<file path="config.mk">
export PLATFORM = sky130hd
export DESIGN_NAME = mem_arbiter
export DESIGN_NICKNAME = d
export VERILOG_FILES = /design/src/rtl/mem_arbiter.sv
export SDC_FILE = /design/constraint.sdc
export NUM_CORES = 1
export LEC_CHECK = 0
export CAP_MARGIN = 20
export CORE_UTILIZATION = 38
export CTS_CLUSTER_SIZE = 30
export DETAILED_ROUTE_END_ITERATION = 10
export PLACE_DENSITY = 0.88
export SLEW_MARGIN = 25
export SYNTH_ARGS = -nofsm -noshare
export SYNTH_HDL_FRONTEND = slang
export SYNTH_SLANG_ARGS = --single-unit
</file>
<file path="constraint.sdc">
create_clock -name clk -period 2.1 [get_ports clk]
set_input_delay 0.525 -clock clk [delete_from_list [all_inputs] [get_ports clk]]
set_output_delay 0.525 -clock clk [all_outputs]
set_load 0.05 [all_outputs]
</file>
<file path="src/rtl/mem_arbiter.sv">
// Two-port (instruction fetch / data) arbiter in front of a single-port synchronous RAM.
// Loads and fetches take one cycle after grant; partial stores do a read-modify-write.
// Optional build macro MEM_ARBITER_RR_EN: round-robin on simultaneous requests
// (default: fixed data-port priority).
module mem_arbiter #(
  parameter int unsigned WIDTH  = 32,
  parameter int unsigned RAM_AW = 12
) (
  input  logic              clk,
  input  logic              rst,
  input  logic              i_req,
  input  logic [WIDTH-1:0]  i_addr,
  output logic              i_gnt,
  output logic              i_rvalid,
  output logic [WIDTH-1:0]  i_rdata,
  input  logic              d_req,
  input  logic              d_we,
  input  logic [WIDTH/8-1:0] d_be,
  input  logic [WIDTH-1:0]  d_addr,
  input  logic [WIDTH-1:0]  d_wdata,
  output logic              d_gnt,
  output logic              d_rvalid,
  output logic [WIDTH-1:0]  d_rdata,
  output logic [RAM_AW-1:0] ram_addr,
  output logic              ram_wren,
  output logic [WIDTH-1:0]  ram_wdata,
  input  logic [WIDTH-1:0]  ram_rdata
);

  localparam int unsigned NB = WIDTH / 8;

  typedef enum logic [1:0] {StIdle, StRdWait, StRmw} state_e;

  state_e            state_q, state_d;
  logic              owner_q, owner_d;  // 1 = data port owns the read in flight
  logic [RAM_AW-1:0] addr_q, addr_d;
  logic [WIDTH-1:0]  wdata_q, wdata_d;
  logic [NB-1:0]     be_q, be_d;
  logic [WIDTH-1:0]  i_rdata_q, d_rdata_q;
  logic [WIDTH-1:0]  merged;
  logic              pick_d;

  logic [RAM_AW-1:0] i_word, d_word;
  assign i_word = i_addr[RAM_AW+1:2];
  assign d_word = d_addr[RAM_AW+1:2];

  // Byte-offset and out-of-range address bits are intentionally dropped (wrap).
  logic unused_addr_bits;
  assign unused_addr_bits = ^{i_addr[WIDTH-1:RAM_AW+2], i_addr[1:0],
                              d_addr[WIDTH-1:RAM_AW+2], d_addr[1:0]};

`ifdef MEM_ARBITER_RR_EN
  logic last_q;  // 1 = data port was granted last

  // Data wins a tie only if instruction was granted last
  always_comb pick_d = d_req & (~i_req | ~last_q);

  // Remember which port took the most recent grant
  always_ff @(posedge clk or negedge rst) begin
    if (!rst) begin
      last_q <= 1'b0;
    end else if (d_gnt) begin
      last_q <= 1'b1;
    end else if (i_gnt) begin
      last_q <= 1'b0;
    end
  end
`else
  // Fixed priority: data port always wins
  always_comb pick_d = d_req;
`endif

  // Grants: combinational from requests in IDLE, suppressed while reset is held
  always_comb begin
    d_gnt = rst & (state_q == StIdle) & pick_d;
    i_gnt = rst & (state_q == StIdle) & i_req & ~pick_d;
  end

  // State and held-transaction registers
  always_ff @(posedge clk or negedge rst) begin
    if (!rst) begin
      state_q   <= StIdle;
      owner_q   <= 1'b0;
      addr_q    <= '0;
      wdata_q   <= '0;
      be_q      <= '0;
      i_rdata_q <= '0;
      d_rdata_q <= '0;
    end else begin
      state_q   <= state_d;
      owner_q   <= owner_d;
      addr_q    <= addr_d;
      wdata_q   <= wdata_d;
      be_q      <= be_d;
      i_rdata_q <= i_rdata;
      d_rdata_q <= d_rdata;
    end
  end

  // Next-state: capture the granted request and choose the follow-up state
  always_comb begin
    state_d = state_q;
    owner_d = owner_q;
    addr_d  = addr_q;
    wdata_d = wdata_q;
    be_d    = be_q;
    unique case (state_q)
      StIdle: begin
        if (d_gnt) begin
          owner_d = 1'b1;
          addr_d  = d_word;
          wdata_d = d_wdata;
          be_d    = d_be;
          if (!d_we) begin
            state_d = StRdWait;
          end else if (|d_be && !(&d_be)) begin
            state_d = StRmw;
          end
        end else if (i_gnt) begin
          owner_d = 1'b0;
          addr_d  = i_word;
          state_d = StRdWait;
        end
      end
      StRdWait: state_d = StIdle;
      StRmw:    state_d = StIdle;
      default:  state_d = StIdle;
    endcase
  end

  // Byte merge for read-modify-write: new bytes where enabled, old RAM bytes elsewhere
  always_comb begin
    merged = '0;
    for (int b = 0; b < NB; b++) begin
      merged[8*b +: 8] = be_q[b] ? wdata_q[8*b +: 8] : ram_rdata[8*b +: 8];
    end
  end

  // Outputs: RAM drive, response pulses, and held read data
  always_comb begin
    ram_addr  = addr_q;
    ram_wren  = 1'b0;
    ram_wdata = '0;
    i_rvalid  = 1'b0;
    d_rvalid  = 1'b0;
    unique case (state_q)
      StIdle: begin
        if (d_gnt && (!d_we || |d_be)) begin
          ram_addr = d_word;
          if (d_we && &d_be) begin
            ram_wren  = 1'b1;
            ram_wdata = d_wdata;
          end
        end else if (i_gnt) begin
          ram_addr = i_word;
        end
      end
      StRdWait: begin
        i_rvalid = ~owner_q;
        d_rvalid = owner_q;
      end
      StRmw: begin
        ram_wren  = 1'b1;
        ram_wdata = merged;
      end
      default: ;
    endcase
    i_rdata = i_rvalid ? ram_rdata : i_rdata_q;
    d_rdata = d_rvalid ? ram_rdata : d_rdata_q;
  end

endmodule

</file>
# == Yosys cells after proc, flatten, opt, wreduce, memory -nomap -nowiden ==
# Index checks and enable logic that the tools add are counted.
# op_classes
bitwise,6
eq_ne,4
reduce_logical,13
muxes,25
# ops
operator,count
32-bit two-way mux,4
32-bit one-hot mux with 2 select lines,1
12-bit two-way mux,4
8-bit two-way mux,4
2-bit two-way mux,5
1-bit two-way mux,6
2-bit AND reduction,3
1-bit bitwise AND,4
4-bit by 3-bit != test with 1-bit output (second input constant),1
4-bit AND reduction,1
4-bit OR reduction,1
1-bit logical AND,3
3-bit != test (second input constant),1
2-bit by 1-bit == test with 1-bit output (second input constant),1
2-bit == test (second input constant),1
1-bit zero test,2
2-bit zero test,1
1-bit inverter,2
1-bit one-hot mux with 2 select lines,1
2-bit nonzero test,1
1-bit logical OR,1
# word_totals
out_inout_bits,113
regBits,115
inputBits,137

# == Depth between registers and ports, before layout ==
# logic_depth
word_depth,7
depth_mapped,6
depth_no_buf,5

# == Worst setup path before layout ==
# No wires, ideal clock.
# synth_path
path_type,input to output
startpoint,input port rst
endpoint,output port ram_addr[10]
arrival_time_ns,2.015
stages,5
required_ns,1.575
n_path_buf,2
path_slack_ns,-0.440
cell_sequence,or3b_1 buf_6 nor2_8 buf_2 a221o_1
# synth_between
elab_chain_cells,6
word_cells_on_any_way,8
# synth_lines
element,line_no,rtl
from (decl),10,"input logic rst,"
1-bit bitwise AND (3 in series),76,i_gnt = rst & (state_q == StIdle) & i_req & ~pick_d;
via i_gnt,13,"output logic i_gnt,"
12-bit two-way mux,154,end else if (i_gnt) begin
12-bit two-way mux,148,if (d_gnt && (!d_we || |d_be)) begin
12-bit two-way mux,146,unique case (state_q)
to (decl),24,"output logic [RAM_AW-1:0] ram_addr,"
# The timed path passes the listed nets, and every way through them passes these cells.

# == Worst setup path after layout ==
# layout_path
startpoint,register state_q[1]
endpoint,output port ram_addr[1]
# layout_between
elab_chain_cells,7
word_cells_on_any_way,9
# layout_lines
element,line_no,rtl
from (decl),34,"state_e state_q, state_d;"
from (signal assigned),82,state_q <= StIdle;
from (signal assigned),90,state_q <= state_d;
2-bit zero test (*),"75, 76, 146",
1-bit bitwise AND,"75, 76",
1-bit bitwise AND (2 in series),76,
12-bit two-way mux,154,
12-bit two-way mux,148,
12-bit two-way mux (*),146,
# Mark *: on every way between the ends. The rest lies on a longest branch, timed or not.

==> impl_metrics.py <==
metrics = {
    "floorplan": {
        "floorplan.initialDensity_pct": 39.1,
        "core_area_um2": 13900,
        "die_w_um": 122,
        "die_area_um2": 14800,
        "io_pins": 250,
        "die_h_um": 122,
        "rows": 43,
    },
    "sta": {
        "fin_crit_ns": 2.62,
        "finalHoldViolCount": 0,
        "rsz0062_at_grt": "true",
        "skew_ns": 0.00708,
        "relSlewSlack_pct": 59.4,
        "fmax_ghz": 0.382,
        "finalSetupViolCount": 112,
        "finalCritPeriodShare_pct": 125,
        "worst_pin_slew_ns": 0.608,
        "setup_ws_ns": -0.521,
        "slew_violations": 0,
    },
    "routing": {
        "wl_met1_mm": 8.36,
        "drc": 0,
        "drt-initial-drc-count": 356,
        "wl_mm": 20.8,
        "ant_nets": 0,
        "wl_met3_mm": 1.20,
        "post_drt_via_cell_ratio": 5.31,
        "wl_met2_mm": 10.7,
        "vias": 5378,
        "dr.max_layer_used": "met5",
        "drtPass1Iterations": 5,
        "avgRoutedWirePerCell_um": 20.5,
    },
    "clock_tree": {
        "cts_sinks": 115,
        "cts_max_level": 4,
        "cts_buffers": 17,
        "cts_tree": "built",
        "clock_latency_ns": 0.42,
        "clockBufferDepth": 2,
        "cts_root_buffer": "clkbuf_16",
        "cts_hold_repair.buffers": 0,
        "clkSlewWorstSetupHoldPaths_ns": 0.06,
    },
    "layout": {
        "post-route-util_pct": 78.0,
        "register_area_um2": 2880,
        "instances_no_fill": 1012,
        "nFillCells": 808,
        "fin_nets": 954,
        "multi_input_area_um2": 3330,
        "area_growth_pct": 99.3,
        "final_cell_area_um2": 10900,
        "drive_above_1_share_pct": 42.3,
    },
    "power_and_ir_drop": {
        "power.switching_mw": 4.96,
        "power.clock.fraction_pct": 23.4,
        "p_seq_share_pct": 25.4,
        "pwr-share-comb_pct": 51.1,
        "p_per_area_nw_per_um2": 1130,
        "netSwitchingFraction_pct": 40.4,
        "finalPower_mw": 12.3,
        "p_leak_nw": 4.82,
        "power.internal_mw": 7.33,
        "max-vdd-ir-drop_v": 0.000879,
    },
    "setup_path": {
        "crit_slowest_cell": "or3b_4",
        "path_buf_inv": 1,
        "r2r_start": "state_q[1]$_DFFE_PN0P_",
        "reg2reg_depth": 5,
        "arrival_ns": 2.10,
        "crit_chain": "or3b_4 > nor2_4 > nor3b_1 > a221o_2 > buf_6",
        "crit_path_start_kind": "register",
        "rrSetupSlack_ns": 0.46,
        "critPathMaxFanout": 5,
        "end_kind": "output pin",
        "cp_data_required_time_ns": 1.57,
        "max_stage_delay_ns": 0.48,
        "timing.rr.end": "i_rdata_q[11]$_DFF_PN0_",
        "criticalPathCategory": "register to output pin",
        "crit_family": "simple AND/OR/NAND/NOR gates",
    },
    "placement": {
        "placedInstanceArea_um2": 9210,
        "dp.final_hpwl_mm": 12.4,
        "dp_slack_ns": -0.667,
        "place_inst": 938,
        "routabilityCongestion": 0.757,
        "io_buffers": 209,
    },
    "synthesis": {
        "syn_inst": 550,
        "synth.most_common_cell": "nand2_1",
        "synth_top_area_share_pct": 52.8,
        "syn_area_um2": 5450,
        "ys_top_cells_by_area": "dfrtp_1 53%, nand2_1 14%, mux2_2 6.6%",
        "synth-seq-cells": 115,
        "synth_area_leader_cell": "dfrtp_1",
        "synth_ff_type": "dfrtp_1",
        "synth_area_per_cell_um2": 9.92,
        "synth_edf_count": 0,
        "netlist_top_cells_count": "208 x nand2_1, 115 x dfrtp_1, 32 x mux2_2, 32 x mux2i_1, 32 x o2bb2ai_1",
        "ys_warn_count": 0,
        "synthDistinctLibCells": 31,
        "yosysSeqAreaShare_pct": 52.8,
        "synthArstFlopShare_pct": 100,
        "syn-num-nets": 687,
    },
    "flow_run": {
        "cap_violations": 0,
    },
    "hold_path": {
        "worstHoldPathType": "input port to async pin",
    },
    "status": {
        "status": "finished, violations left",
        "violations": "negative setup slack",
    },
    "grt": {
        "antenna_found_initial": 2,
        "grt_pass1_vias": 5599,
        "grt_first_pass_wirelength_mm": 30.5,
        "grt_start_max_net_pins": 50,
        "grt-ovfl-total": 0,
        "grt_use_total_pct": 27.6,
    },
}
power by group through the flow:
stage	Sequential (mW)	Combinational, mW	Clock [mW]
after CTS	3.12	6.12	2.90
final	3.13	6.29	2.88
after floorplan	3.05	3.28	0
after global routing	3.19	6.55	3.01
after global placement	3.09	5.48	0
after detailed placement	3.14	5.55	0
metal layers:
layer,vias up,global-route usage (%)
li1,2449,-
met1,2680,33.4
met2,208,47.3
met3,39,6.84
met4,2,10.3
met5,-,0
how the worst max path moves through the flow:
stage / startpoint / to / slack (ns) / cells past startpoint
finish: state_q[1]$_DFFE_PN0P_ / ram_addr[1] / -0.52 / 5
global route: state_q[1]$_DFFE_PN0P_ / i_rdata[11] / -0.60 / 6
CTS: state_q[1]$_DFFE_PN0P_ / ram_addr[7] / -0.52 / 5
detailed placement: d_req / ram_wdata[14] / -0.67 / 8
global placement: d_req / ram_wdata[18] / -0.63 / 8
floorplan: rst / ram_addr[10] / -0.15 / 6
kinds of logic after synthesis:
group / after synthesis / synth area share [%]
DFF: 115 / 52.8
AOI/OAI and AO/OA: 84 / 11.9
buffers and inverters: 41 / 3.40
muxes: 64 / 12.5
and+or+nand+nor: 246 / 19.5
state kept, by name, summed over array words and instances (netlist names):
| register | count |
|---|---|
| d_rdata_q | 32 |
| i_rdata_q | 32 |
| wdata_q | 32 |
| addr_q | 12 |
| be_q | 4 |
| state_q | 2 |
| owner_q | 1 |
cell type report:
class | count | area share, %
inverters | 2 | 0.115
flip-flops and latches | 115 | 26.5
repair buffers | 285 | 35.3
clock inverters | 15 | 1.47
well taps | 180 | 2.07
clock buffers | 17 | 3.91
diodes | 2 | 0.0460
multi-input cells | 396 | 30.6
cell usage in the layout, fill, tap and decap left out, types with 2 or more instances in the layout:
master,count
a221o_2,12
nor3b_2,6
nor3b_1,7
buf_16,8
dfrtp_1,115
buf_8,4
a21oi_1,2
nor2_4,3
buf_4,42
nand2_2,32
nor2b_1,12
buf_6,51
bufinv_16,2
a31oi_1,12
inv_6,2
dlygate4sd2_1,6
o2bb2ai_4,32
diode_2,2
clkinvlp_4,5
clkdlybuf4s50_1,89
clkbuf_16,22
clkinv_4,5
mux2_4,27
buf_12,80
a22oi_1,12
nand2_1,175
clkinv_2,2
o21ai_0,12
mux2i_1,32
mux2_2,5
timing repair:
item | in CTS | in global routing
cloned | 9 | 5
pin swaps | 11 | 13
gates resized for setup | 130 | 24
endpoints found under the setup margin | 113 | 113
buffers inserted | 20 | 16
per-stage QoR:
stage / hold WS (ns) / setup TNS (ns)
after detailed placement: 0.463 / -33.93
after CTS: 0.196 / -47.78
after floorplan: 0.229 / -1.59
after global routing: 0.227 / -57.76
after global placement: 0.457 / -32.14
final: 0.200 / -48.55
No activity file was read; power rests on OpenSTA's default activity.
